<file path="src/rtl/security_pkg.sv">
`default_nettype none
// ============================================================================
// Module   : security_pkg
// Purpose  : Shared types and helpers for the keypad / security blocks.
// Revision : 1.0
// ============================================================================
package security_pkg;

    typedef enum logic [1:0] {
        IDLE    = 2'd0,
        COLLECT = 2'd1,
        RESULT  = 2'd2,
        LOCKED  = 2'd3
    } state_t;

    typedef logic [1:0] cmp_t;

    localparam cmp_t c_cmp_eq = 2'b00;
    localparam cmp_t c_cmp_gt = 2'b01;
    localparam cmp_t c_cmp_lt = 2'b10;

    // Bits needed for a counter that must hold values 0..max_value (never 0 wide).
    function automatic int cnt_width(input int max_value);
        return (max_value < 1) ? 1 : $clog2(max_value + 1);
    endfunction

endpackage
`default_nettype wire

</file>
<file path="src/rtl/lockout_timer.sv">
`default_nettype none
// ============================================================================
// Module   : lockout_timer
// Purpose  : Down-counter that stays active for exactly CYCLES clocks after start.
// Revision : 1.0
// ============================================================================
module lockout_timer
    import security_pkg::*;
#(
    parameter int CYCLES = 1000
) (
    input  logic clk,
    input  logic rst,
    input  logic start,
    output logic active,
    output logic done
);

    localparam int                 c_cnt_w = cnt_width(CYCLES);
    localparam logic [c_cnt_w-1:0] c_load  = c_cnt_w'(CYCLES);

    logic [c_cnt_w-1:0] r_count;

    always_ff @(posedge clk or negedge rst) begin
        if (!rst) begin
            r_count <= '0;
        end else if (start) begin
            r_count <= c_load;
        end else if (r_count != '0) begin
            r_count <= r_count - 1'b1;
        end
    end

    assign active = (r_count != '0);
    // Marks the final active cycle so the owner can leave in step with the timer.
    assign done   = (r_count == c_cnt_w'(1));

endmodule
`default_nettype wire

</file>
<file path="src/rtl/code_compare_seq.sv">
`default_nettype none
// ============================================================================
// Module   : code_compare_seq
// Purpose  : Digit-serial keypad code comparator with failure count and lockout.
// Revision : 1.0
// ============================================================================
module code_compare_seq
    import security_pkg::*;
#(
    parameter int DIGIT_W     = 4,
    parameter int NUM_DIGITS  = 4,
    parameter int MAX_FAILS   = 3,
    parameter int LOCK_CYCLES = 1000
) (
    input  logic                              clk,
    input  logic                              rst,
    input  logic                              en,
    input  logic                              load_ref,
    input  logic [DIGIT_W*NUM_DIGITS-1:0]     ref_code,
    input  logic                              clear,
    input  logic                              digit_valid,
    input  logic [DIGIT_W-1:0]                digit_in,
    output logic                              digit_ready,
    output logic                              result_valid,
    output logic                              A_greater_B,
    output logic                              A_equal_B,
    output logic                              A_less_B,
    output logic [$clog2(MAX_FAILS+1)-1:0]    fail_count,
    output logic                              locked
);

    localparam int                  c_code_w   = DIGIT_W * NUM_DIGITS;
    localparam int                  c_idx_w    = cnt_width(NUM_DIGITS - 1);
    localparam int                  c_fc_w     = $clog2(MAX_FAILS + 1);
    localparam logic [c_idx_w-1:0]  c_last_idx = c_idx_w'(NUM_DIGITS - 1);
    localparam logic [c_fc_w-1:0]   c_fc_max   = c_fc_w'(MAX_FAILS);

    state_t               r_state;
    state_t               w_state_nxt;
    logic [c_code_w-1:0]  r_ref;
    logic [c_idx_w-1:0]   r_idx;
    cmp_t                 r_dec;
    cmp_t                 w_cmp;
    cmp_t                 w_dec_nxt;
    logic [DIGIT_W-1:0]   w_ref_digit;
    logic                 w_entry;
    logic                 w_load;
    logic                 w_abort;
    logic                 w_accept;
    logic                 w_last;
    logic                 w_lock_start;
    logic                 w_lock_active;
    logic                 w_lock_done;

    assign w_entry     = (r_state == IDLE) || (r_state == COLLECT);
    assign digit_ready = en & w_entry & ~clear;
    assign w_load      = en & load_ref & (r_state != LOCKED);
    assign w_abort     = w_entry & (clear | w_load);
    assign w_accept    = digit_valid & digit_ready & ~w_abort;
    assign w_last      = w_accept & (r_idx == c_last_idx);
    assign w_lock_start = (r_state == RESULT) && (fail_count == c_fc_max);

    // Digit k of the entry lines up with reference digit NUM_DIGITS-1-k.
    assign w_ref_digit = DIGIT_W'(r_ref >> (DIGIT_W * (int'(c_last_idx) - int'(r_idx))));

    always_comb begin
        w_cmp = c_cmp_eq;
        if (digit_in > w_ref_digit) begin
            w_cmp = c_cmp_gt;
        end else if (digit_in < w_ref_digit) begin
            w_cmp = c_cmp_lt;
        end
    end

    // The first differing digit decides; later digits cannot override it.
    assign w_dec_nxt = (r_dec == c_cmp_eq) ? w_cmp : r_dec;

    always_ff @(posedge clk or negedge rst) begin
        if (!rst) begin
            r_state <= IDLE;
        end else begin
            r_state <= w_state_nxt;
        end
    end

    always_comb begin
        w_state_nxt = r_state;
        case (r_state)
            IDLE, COLLECT: begin
                if (w_abort) begin
                    w_state_nxt = IDLE;
                end else if (w_last) begin
                    w_state_nxt = RESULT;
                end else if (w_accept) begin
                    w_state_nxt = COLLECT;
                end
            end
            RESULT: begin
                w_state_nxt = w_lock_start ? LOCKED : IDLE;
            end
            LOCKED: begin
                if (w_lock_done) begin
                    w_state_nxt = IDLE;
                end
            end
            default: w_state_nxt = IDLE;
        endcase
    end

    always_ff @(posedge clk or negedge rst) begin
        if (!rst) begin
            r_ref        <= '0;
            r_idx        <= '0;
            r_dec        <= c_cmp_eq;
            result_valid <= 1'b0;
            A_greater_B  <= 1'b0;
            A_equal_B    <= 1'b0;
            A_less_B     <= 1'b0;
            fail_count   <= '0;
        end else begin
            result_valid <= w_last;
            if (w_load) begin
                r_ref <= ref_code;
            end
            if (w_abort) begin
                r_idx <= '0;
                r_dec <= c_cmp_eq;
            end else if (w_last) begin
                r_idx       <= '0;
                r_dec       <= c_cmp_eq;
                A_greater_B <= (w_dec_nxt == c_cmp_gt);
                A_equal_B   <= (w_dec_nxt == c_cmp_eq);
                A_less_B    <= (w_dec_nxt == c_cmp_lt);
                if (w_dec_nxt == c_cmp_eq) begin
                    fail_count <= '0;
                end else if (fail_count != c_fc_max) begin
                    fail_count <= fail_count + 1'b1;
                end
            end else if (w_accept) begin
                r_idx <= r_idx + 1'b1;
                r_dec <= w_dec_nxt;
            end
            if ((r_state == LOCKED) && w_lock_done) begin
                fail_count <= '0;
            end
        end
    end

    lockout_timer #(
        .CYCLES (LOCK_CYCLES)
    ) u_lockout_timer (
        .clk    (clk),
        .rst    (rst),
        .start  (w_lock_start),
        .active (w_lock_active),
        .done   (w_lock_done)
    );

    assign locked = w_lock_active;

endmodule
`default_nettype wire
</file>
<file path="config.mk">
export PLATFORM = sky130hd
export DESIGN_NAME = code_compare_seq
export DESIGN_NICKNAME = d
export VERILOG_FILES = /design/src/rtl/security_pkg.sv /design/src/rtl/lockout_timer.sv /design/src/rtl/code_compare_seq.sv
export SDC_FILE = /design/constraint.sdc
export NUM_CORES = 1
export LEC_CHECK = 0
export CAP_MARGIN = 10
export CORE_UTILIZATION = 42
export CTS_CLUSTER_SIZE = 10
export DETAILED_ROUTE_END_ITERATION = 8
export GPL_TIMING_DRIVEN = 0
export PLACE_DENSITY = 0.68
export SLEW_MARGIN = 25
export SYNTH_ARGS = -nofsm -noshare
export SYNTH_HDL_FRONTEND = slang
export SYNTH_SLANG_ARGS = --single-unit
</file>
<file path="constraint.sdc">
create_clock -name clk -period 2.4 [get_ports clk]
set_input_delay 0.72 -clock clk [delete_from_list [all_inputs] [get_ports clk]]
set_output_delay 0.72 -clock clk [all_outputs]
set_load 0.1 [all_outputs]
</file>
==> insert_results.sql, run 1 <==
INSERT INTO impl_metrics (metric_group, metric, value, unit) VALUES
('outcome', 'result_of_the_run', 'finished, violations left', ''),
('outcome', 'failed_checks', 'design-rule violations', ''),
('synth', 'synth_edf_count', '0', ''),
('timing', 'max-slew-margin-rel', '0.366', ''),
('timing', 'layout_worst_path_cycle_share', '0.992', ''),
('setup_path', 'arrival', '1.66', 'ns'),
('final_layout', 'antenna_fix_cells', '0', ''),
('timing', 'fin_skew', '0.00387', 'ns'),
('final_layout', 'post-route-cell-area', '0.00272', 'sq mm'),
('clocking', 'cts_buffer_count', '5', ''),
('setup_path', 'startpoint_type', 'register', ''),
('timing', 'max_slew.worst_pin.slew', '0.954', 'ns'),
('detailed_routing', 'wl_per_cell', '14.5', 'microns'),
('timing', 'maxSlewViolCount', '0', ''),
('floorplanning', 'initial_core_util', '0.446', ''),
('final_layout', 'final_net_count', '268', ''),
('synth', 'synth-warning-count', '0', ''),
('place', 'globalplace.congestion', '0.771', ''),
('job', 'max-cap-violations', '0', ''),
('setup_path', 'r2r-start', 'r_idx[0]', ''),
('global_route', 'largest_net_degree_at_the_start_of_global_routing', '23', ''),
('setup_path', 'ff2ff_setup_slack', '0.08', 'ns'),
('synth', 'synthDominantAreaCellType', 'dfrtp_1', ''),
('global_route', 'globalRoute.totalOverflow', '0', ''),
('global_route', 'grt_util_met1', '0.253', ''),
('global_route', 'gr-max-usage-layer', 'met2', ''),
('clocking', 'cts.htree.levels', '2', ''),
('setup_path', 'critPathRequiredTime', '1.68', 'ns'),
('clocking', 'worst_skew_pair.late_latency', '0.29', 'ns'),
('timing', 'fmax', '0.420', 'GHz'),
('floorplanning', 'row_count', '24', ''),
('detailed_routing', 'antenna_violating_nets_post_route', '0', ''),
('setup_path', 'crit_path_max_fanout', '5', ''),
('place', 'placedCellCount', '266', ''),
('detailed_routing', 'via_per_inst', '5.48', ''),
('global_route', 'gr-usage-all-layers', '0.181', ''),
('global_route', 'vias_in_the_first_global_route', '1515', ''),
('timing', 'hold_slack', '0.366', 'ns'),
('final_layout', 'area_delta_synth_final', '37.1', '%'),
('final_layout', 'finish.utilization', '0.611', ''),
('global_route', 'grt_first_pass_wirelength', '6990', 'microns'),
('setup_path', 'endpoint_kind', 'output port', ''),
('timing', 'timing.final.crit_period', '2.38', 'ns'),
('place', 'detailed_place_hpwl', '2890', 'microns'),
('setup_path', 'reg2reg_to', 'fail_count[1]', ''),
('floorplanning', 'floorplan.die_area', '0.00500', 'sq mm'),
('setup_path', 'worst-setup-path-type', 'reg -> out', ''),
('synth', 'yosys_most_used_dff', 'dfrtp_1', ''),
('setup_path', 'depth_of_the_most_critical_reg_to_reg_path', '8', ''),
('floorplanning', 'die_width', '70.7', 'microns'),
('detailed_routing', 'drc', '6', ''),
('detailed_routing', 'drtPass1Iterations', '6', ''),
('place', 'placedInstanceArea', '0.00240', 'sq mm'),
('timing', 'rsz0062_at_grt', 'yes', ''),
('pwr', 'power_per_cell_area', '514', 'mW/mm^2'),
('worst_hold_path', 'hp-class', 'in -> async', ''),
('pwr', 'power.static_leakage', '0.00132', 'uW'),
('final_layout', 'fin_cells', '287', ''),
('synth', 'synthesis.instances', '180', ''),
('setup_path', 'crit_start', 'u_lockout_timer.r_count[0]', ''),
('global_route', 'grt_util_met3', '0.0456', ''),
('synth', 'number_of_unique_standard_cell_types_used_by_synthesis', '47', ''),
('clocking', 'cts_num_sinks', '38', ''),
('timing', 'hold_violations', '0', ''),
('synth', 'area_of_the_mapped_netlist', '0.00198', 'sq mm'),
('final_layout', 'final_layout_size_suffix_gt1_frac', '0.255', ''),
('detailed_routing', 'drtIter0Drc', '68', ''),
('synth', 'fraction_of_post_synthesis_cell_area_in_the_top_cell_type_by_area', '0.480', ''),
('synth', 'synth.avg_cell_area', '11.0', 'sq um'),
('synth', 'async_flop_share', '1.00', ''),
('synth', 'synth-seq-cells', '38', '');
==> worst max-delay path by stage <==
stage                               end  slack (ns)
after floorplan           fail_count[0]        0.06
after global placement      digit_ready       -0.92
after detailed placement    digit_ready       -0.91
after CTS                        locked       -0.03
after global routing             locked       -0.05
final                            locked        0.02
==> area by class of cell <==
type	instances	area (sq um)
buffer	5	40.0
clock buffer	6	82.6
clock inverter	2	60.1
fill	372	1730
inverter	14	57.6
multi-input combinational	123	1000
sequential	38	951
tap	52	65.1
timing repair buffer	47	460
==> critical path, stage by stage (launching register included) <==
cell	delay, ns
dfrtp_1	0.40
inv_2	0.10
ha_4	0.14
nor3b_4	0.18
and4_1	0.23
buf_6	0.12
inv_6	0.04
buf_12	0.15
==> kinds of logic (layout without fill, tap and decap cells) <==
| logic type | count (synthesis) | after routing | synth area share |
|---|---|---|---|
| fa+ha+maj | 8 | 8 | 0.0505 |
| xor+xnor | 3 | 3 | 0.0133 |
| flops | 38 | 38 | 0.480 |
| buf+inv | 19 | 74 | 0.0417 |
| simple gates | 62 | 62 | 0.173 |
| compound gates | 30 | 30 | 0.105 |
| mux | 20 | 20 | 0.136 |
==> cell usage after synthesis, types with 4 or more instances <==
cell     number
and3_1        4
dfrtp_1      38
ha_1          8
inv_1        13
mux2_1        4
mux2_2       12
mux4_2        4
nand2_1      17
nand3_1       7
nor2_1       10
o21ai_0       6
o31ai_1       4
==> per-stage QoR <==
stage	total power, uW	worst slack, ns
2_1_floorplan	666	0.0645
4_1_cts	1410	-0.0282
3_5_place_dp	731	-0.910
6_report	1400	0.0185
5_1_grt	1450	-0.0506
3_3_place_gp	726	-0.918
==> placed cells by master, fill, tap and decap left out, drive strengths merged, types with 2 or more instances in the layout <==
cell type,count
dfrtp,38
clkdlybuf4s50,22
buf,21
nand2,17
mux2,16
inv,14
nor2,10
dlygate4sd2,8
o21ai,8
ha,8
clkbuf,7
nand3,7
mux4,4
o31ai,4
and3,4
or4,4
nor3,4
nand4,3
nor4,3
and4,2
a32oi,2
a211oi,2
a31oi,2
o211ai,2
xnor2,2
a22o,2
bufinv,2
nor3b,2
or2,2
a21oi,2
==> power by group <==
part	internal [uW]	switching [uW]	total [uW]
Clock	443	232	675
Sequential	640	0.562	641
Combinational	48.3	32.4	80.7
Total	1130	265	1400
==> sequential cells by signal, summed over array words and instances, names as in the netlist <==
name and cells:
r_dec 2, A_equal_B 1, r_idx 2, fail_count 2, A_less_B 1, A_greater_B 1, r_state 2, r_ref 16
u_lockout_timer.r_count 10, result_valid 1
==> per-layer routing <==
| layer | share of wire | vias up |
|---|---|---|
| met5 | 0 | - |
| met3 | 0.053 | 5 |
| met4 | 0.015 | 0 |
| met1 | 0.48 | 763 |
| met2 | 0.45 | 33 |
| li1 | - | 772 |
==> what timing repair did <==
action | CTS | global route
setup buffers | 5 | 8
endpoints found under the hold margin | 0 | 0
hold buffers | 0 | 0
pin swaps | 5 | 8
gates resized for setup | 36 | 6
setup endpoints to repair | 10 | 5
Power figures use the tool's default switching activity.
==> run 2: changes to the inputs <==
CORE_ASPECT_RATIO = 1.4   (was unset)
==> insert_results.sql, run 2 (synthesis gave the netlist of run 1 again) <==
INSERT INTO impl_metrics (metric_group, metric, value, unit) VALUES
('outcome', 'result_of_the_run', 'finished, violations left', ''),
('outcome', 'failed_checks', 'negative setup slack', ''),
('clocking', 'cts.clk_slew.worst_paths', '0.09', 'ns'),
('floorplanning', 'floorplan.die_area', '0.00500', 'sq mm'),
('place', 'dpl_worst_slack', '-0.896', 'ns'),
('final_layout', 'antenna_fix_cells', '0', ''),
('global_route', 'antenna_found_initial', '0', ''),
('detailed_routing', 'drtIter0Drc', '42', ''),
('final_layout', 'finish.utilization', '0.611', ''),
('floorplanning', 'row_count', '29', ''),
('timing', 'max-slew-margin-rel', '0.367', ''),
('timing', 'fmax', '0.408', 'GHz'),
('final_layout', 'final_cell_mix', '37 x dfrtp_1, 22 x clkdlybuf4s50_1, 19 x buf_4, 17 x nand2_1, 12 x mux2_2', ''),
('floorplanning', 'boundaryPins', '34', ''),
('setup_path', 'depth_of_the_most_critical_reg_to_reg_path', '8', ''),
('final_layout', 'final_layout_size_suffix_gt1_frac', '0.278', ''),
('clocking', 'cts_num_sinks', '38', ''),
('clocking', 'cts_buffer_count', '5', ''),
('timing', 'layout_setup_ws', '-0.0508', 'ns'),
('floorplanning', 'die_width', '60.1', 'microns'),
('pwr', 'cellInternalPower', '1130', 'uW'),
('final_layout', 'final_net_count', '274', ''),
('pwr', 'netSwitchingPower', '270', 'uW'),
('pwr', 'clkPwrFrac', '0.486', ''),
('pwr', 'power_per_cell_area', '506', 'mW/mm^2'),
('place', 'placedCellCount', '276', ''),
('floorplanning', 'core', '0.00454', 'sq mm'),
('final_layout', 'regMostFlops', 'r_ref', ''),
('clocking', 'cts_hold_buffers', '0', ''),
('setup_path', 'crit_path_top_delay_cell', 'dfrtp_1', ''),
('detailed_routing', 'via_per_inst', '5.41', ''),
('setup_path', 'critPathRequiredTime', '1.68', 'ns'),
('clocking', 'worst_skew_pair.late_latency', '0.30', 'ns'),
('pwr', 'vdd_ir_drop_max', '0.343', 'mV'),
('detailed_routing', 'drc', '0', ''),
('timing', 'hold_violations', '0', ''),
('global_route', 'gr-usage-all-layers', '0.197', ''),
('pwr', 'seq_power_share', '0.458', ''),
('clocking', 'tritoncts_clock_tree', 'built', ''),
('setup_path', 'r2r-start', 'r_idx[0]', ''),
('final_layout', 'reg.largest.list', 'r_ref: 16 flops, u_lockout_timer.r_count: 10 flops', ''),
('setup_path', 'worst-setup-path-type', 'reg -> out', ''),
('place', 'detailed_place_hpwl', '3060', 'microns'),
('job', 'max-cap-violations', '0', ''),
('setup_path', 'crit_path_max_fanout', '4', ''),
('clocking', 'clockBufferDepth', '2', ''),
('worst_hold_path', 'hp-class', 'in -> async', ''),
('timing', 'rsz0062_at_grt', 'yes', ''),
('floorplanning', 'floorplan.die.height', '83.3', 'microns'),
('setup_path', 'crit_path_cell_trace', 'inv_2 > ha_4 > nor3b_4 > and4_1 > buf_6 > inv_6 > buf_12', ''),
('timing', 'layout_worst_path_cycle_share', '1.02', ''),
('setup_path', 'ff2ff_setup_slack', '0.09', 'ns'),
('detailed_routing', 'totalWireLength', '4570', 'microns'),
('detailed_routing', 'wl_per_cell', '15.1', 'microns'),
('floorplanning', 'initial_core_util', '0.437', ''),
('place', 'place.port_buffers', '33', ''),
('setup_path', 'startpoint_type', 'register', ''),
('detailed_routing', 'drtPass1Iterations', '4', ''),
('final_layout', 'fin_cells', '303', ''),
('global_route', 'grt_first_pass_wirelength', '7310', 'microns'),
('timing', 'timing.final.crit_period', '2.45', 'ns'),
('final_layout', 'area_delta_synth_final', '39.8', '%'),
('setup_path', 'endpoint_kind', 'output port', ''),
('global_route', 'globalRoute.totalOverflow', '0', ''),
('final_layout', 'layout.cells.most_common', 'dfrtp_1', ''),
('clocking', 'cts_root_buf', 'clkbuf_8', ''),
('timing', 'final_setup_violating_endpoints', '1', ''),
('detailed_routing', 'antenna_violating_nets_post_route', '0', ''),
('setup_path', 'slowest_delay', '0.41', 'ns'),
('pwr', 'totalPowerFinal', '1400', 'uW'),
('pwr', 'power.static_leakage', '0.00134', 'uW'),
('global_route', 'largest_net_degree_at_the_start_of_global_routing', '26', ''),
('clocking', 'cts.htree.levels', '2', ''),
('detailed_routing', 'route.vias.total', '1638', ''),
('pwr', 'switching_share', '0.193', ''),
('setup_path', 'arrival', '1.73', 'ns'),
('setup_path', 'crit_start', 'u_lockout_timer.r_count[1]', ''),
('global_route', 'vias_in_the_first_global_route', '1598', ''),
('timing', 'fin_skew', '0.0174', 'ns'),
('final_layout', 'flip_flop_count_of_the_largest_register_after_layout', '16', ''),
('timing', 'max_slew.worst_pin.slew', '0.953', 'ns'),
('timing', 'maxSlewViolCount', '0', ''),
('setup_path', 'reg2reg_to', 'fail_count[0]', ''),
('place', 'globalplace.congestion', '0.833', ''),
('pwr', 'power.share.combinational', '0.056', '');
run 2: per-layer routing:
metal	global-route usage	vias up	share of wire
li1	-	780	-
met1	0.234	812	0.42
met2	0.332	37	0.53
met3	0.0452	9	0.032
met4	0.0803	0	0.020
met5	0	-	0
run 2: cell type report:
type	count	area [sq um]
buffer	5	40.0
sequential	38	952
clock inverter	2	60.1
clock buffer	6	82.6
tap	62	77.6
fill	381	1760
timing repair buffer	53	498
inverter	14	57.6
multi-input combinational	123	1000
run 2: worst max-delay path by stage:
| stage | endpoint | slack, ns | depth (start not counted) |
|---|---|---|---|
| after floorplan | fail_count[0] | 0.06 | 8 |
| after global placement | digit_ready | -0.89 | 3 |
| after detailed placement | digit_ready | -0.90 | 3 |
| after CTS | locked | -0.03 | 7 |
| after global routing | locked | -0.11 | 7 |
| final | locked | -0.05 | 7 |
run 2: critical path: cells and delay by family, from the launching register on:
family	cells	cell delay [ns]
buffers and inverters	4	0.43
AND/OR/NAND/NOR	2	0.44
flip-flops	1	0.41
adder cells (fa/ha/maj)	1	0.15
run 2: what timing repair did:
action / 4_1_cts / 5_1_grt
buffers inserted: 5 / 14
endpoints found under the setup margin: 10 / 4
pin swaps: 4 / 7
gates resized for setup: 37 / 6
run 2: power groups by stage:
stage	Clock, uW	Sequential, uW	Combinational, uW
6_report	681	641	79.2
2_1_floorplan	0	654	12.7
4_1_cts	691	641	80.0
5_1_grt	717	641	87.9
3_5_place_dp	0	654	76.5
3_3_place_gp	0	654	72.7
run 2: stage by stage:
stage	cell area, sq um	hold WS, ns	TNS (ns)
detailed placement	2410	0.463	-2.49
global placement	2390	0.460	-15.41
CTS	2650	0.325	-0.0294
finish	2770	0.310	-0.0508
global route	2770	0.330	-0.113
floorplan	1980	0.424	0
==> run 3: changes to the inputs <==
PLACE_DENSITY = 0.66   (was 0.68)
clock period = 2.94 ns   (was 2.4 ns; I/O delays follow)
==> insert_results.sql, run 3 (synthesis gave the netlist of run 1 again) <==
INSERT INTO impl_metrics (metric_group, metric, value, unit) VALUES
('outcome', 'result_of_the_run', 'completed', ''),
('detailed_routing', 'antenna_violating_nets_post_route', '0', ''),
('global_route', 'globalRoute.totalOverflow', '0', ''),
('global_route', 'grt_first_pass_wirelength', '6760', 'microns'),
('detailed_routing', 'drtPass1Iterations', '4', ''),
('timing', 'maxSlewViolCount', '0', ''),
('timing', 'fmax', '0.355', 'GHz'),
('timing', 'final_setup_violating_endpoints', '0', ''),
('final_layout', 'final_net_count', '256', ''),
('timing', 'fin_skew', '0.00936', 'ns'),
('floorplanning', 'floorplan.die_area', '0.00500', 'sq mm'),
('detailed_routing', 'totalWireLength', '3970', 'microns'),
('place', 'globalplace.congestion', '0.863', ''),
('floorplanning', 'initial_core_util', '0.437', ''),
('place', 'place.port_buffers', '33', ''),
('pwr', 'vdd_ir_drop_max', '0.232', 'mV'),
('place', 'placedInstanceArea', '0.00240', 'sq mm'),
('floorplanning', 'boundaryPins', '34', ''),
('floorplanning', 'die_width', '60.1', 'microns'),
('clocking', 'cts.clk_slew.worst_paths', '0.08', 'ns'),
('detailed_routing', 'drc', '0', ''),
('final_layout', 'fin_cells', '284', ''),
('pwr', 'power_per_cell_area', '372', 'mW/mm^2'),
('timing', 'hold_violations', '0', ''),
('place', 'dpl_worst_slack', '-0.678', 'ns'),
('global_route', 'antenna_found_initial', '0', ''),
('pwr', 'power.static_leakage', '0.00119', 'uW'),
('final_layout', 'final_layout_size_suffix_gt1_frac', '0.171', ''),
('timing', 'max-slew-margin-rel', '0.356', ''),
('job', 'max-cap-violations', '0', ''),
('clocking', 'cts_buffer_count', '5', ''),
('detailed_routing', 'route.vias.total', '1512', ''),
('global_route', 'largest_net_degree_at_the_start_of_global_routing', '31', ''),
('clocking', 'cts_num_sinks', '38', ''),
('floorplanning', 'core', '0.00454', 'sq mm'),
('floorplanning', 'row_count', '29', ''),
('place', 'placedCellCount', '276', ''),
('setup_path', 'endpoint_kind', 'output port', ''),
('timing', 'timing.final.crit_period', '2.82', 'ns'),
('final_layout', 'finish.utilization', '0.550', ''),
('clocking', 'cts.htree.levels', '2', ''),
('final_layout', 'post-route-cell-area', '0.00249', 'sq mm'),
('final_layout', 'final_cell_mix', '38 x dfrtp_1, 30 x clkdlybuf4s50_1, 17 x nand2_1, 13 x inv_1, 12 x mux2_2', ''),
('final_layout', 'area_delta_synth_final', '25.8', '%'),
('global_route', 'vias_in_the_first_global_route', '1456', ''),
('final_layout', 'num-fill-cells', '408', ''),
('timing', 'layout_setup_ws', '0.124', 'ns'),
('setup_path', 'crit_path_max_fanout', '6', ''),
('final_layout', 'antenna_fix_cells', '0', ''),
('setup_path', 'arrival', '1.93', 'ns'),
('clocking', 'clockBufferDepth', '2', ''),
('final_layout', 'flip_flop_count_of_the_largest_register_after_layout', '16', ''),
('setup_path', 'startpoint_type', 'primary input', ''),
('setup_path', 'critPathRequiredTime', '2.06', 'ns'),
('detailed_routing', 'drtIter0Drc', '39', ''),
('clocking', 'worst_skew_pair.late_latency', '0.29', 'ns'),
('detailed_routing', 'wl_per_cell', '14.0', 'microns'),
('timing', 'max_slew.worst_pin.slew', '0.963', 'ns'),
('setup_path', 'worst-setup-path-type', 'in -> out', ''),
('clocking', 'cts_hold_buffers', '0', ''),
('clocking', 'cts_root_buf', 'clkbuf_8', ''),
('floorplanning', 'floorplan.die.height', '83.3', 'microns'),
('final_layout', 'layout.cells.most_common', 'dfrtp_1', ''),
('global_route', 'gr-usage-all-layers', '0.183', ''),
('worst_hold_path', 'hp-class', 'in -> async', ''),
('final_layout', 'regMostFlops', 'r_ref', ''),
('timing', 'setup-tns-final', '0', 'ns'),
('final_layout', 'reg.largest.list', 'r_ref: 16 flops, u_lockout_timer.r_count: 10 flops', ''),
('timing', 'rsz0062_at_grt', 'no', ''),
('clocking', 'tritoncts_clock_tree', 'built', ''),
('timing', 'layout_worst_path_cycle_share', '0.958', ''),
('place', 'detailed_place_hpwl', '3010', 'microns'),
('detailed_routing', 'via_per_inst', '5.32', '');
[run 3: changes by cell type in the layout (fill, tap and decap cells not counted), moves of 3 or more]
cell	change
buf_4	-18
clkdlybuf4s50_1	+8
dlygate4sd2_1	-8
inv_1	+3
[run 3: area by class of cell]
type                       count  area (sq um)  area share
clock buffer                   5          68.8      0.0276
sequential                    38           951       0.382
buffer                         5          30.0      0.0120
timing repair buffer          35           348       0.140
inverter                      14          52.6      0.0211
clock inverter                 2          10.0     0.00402
multi-input combinational    123           955       0.383
tap                           62          77.6      0.0311
[run 3: routing by layer]
layer  global-route usage  vias up  wire, microns  part of all wire
li1                     -      746              -                 -
met1                0.225      737           1680              0.42
met2                0.293       24           2090              0.53
met3               0.0405        5            123             0.031
met4               0.0888        0             79             0.020
met5                    0        -              0                 0
[run 3: final timing paths]
| path | startpoint | endpoint | slack, ns | depth (start not counted) |
|---|---|---|---|---|
| worst max-delay path | en | digit_ready | 0.12 | 3 |
| worst max register to register | r_idx[0] | fail_count[1] | 0.23 | 8 |
| min in group clk | A_greater_B | A_greater_B | 0.48 | 2 |
| worst min register to register | A_greater_B | A_greater_B | 0.48 | 2 |
| worst min-delay path | rst | r_ref[14] | 0.44 | 1 |
| max in group asynchronous | rst | r_ref[3] | 2.07 | 2 |
[run 3: worst max-delay path, stage by stage]
cell	delay (ns)
clkdlybuf4s50_1	0.56
and3_1	0.17
clkbuf_4	0.32
[run 3: stage by stage]
| step | hold slack, ns | power [uW] |
|---|---|---|
| 6_report | 0.439 | 927 |
| 3_5_place_dp | 0.467 | 596 |
| 3_3_place_gp | 0.462 | 593 |
| 5_1_grt | 0.442 | 959 |
| 4_1_cts | 0.443 | 935 |
| 2_1_floorplan | 0.453 | 544 |
[run 3: where the power goes]
group / leakage [uW] / internal, uW / switching (uW)
Combinational: 0.000641 / 36.0 / 24.7
Sequential: 0.000505 / 523 / 0.434
Clock: 0.0000438 / 159 / 184
[run 3: what timing repair did]
| item | in CTS | in global routing |
|---|---|---|
| setup buffers | 0 | 1 |
| resized for setup | 10 | 3 |
| setup endpoints to repair | 2 | 2 |
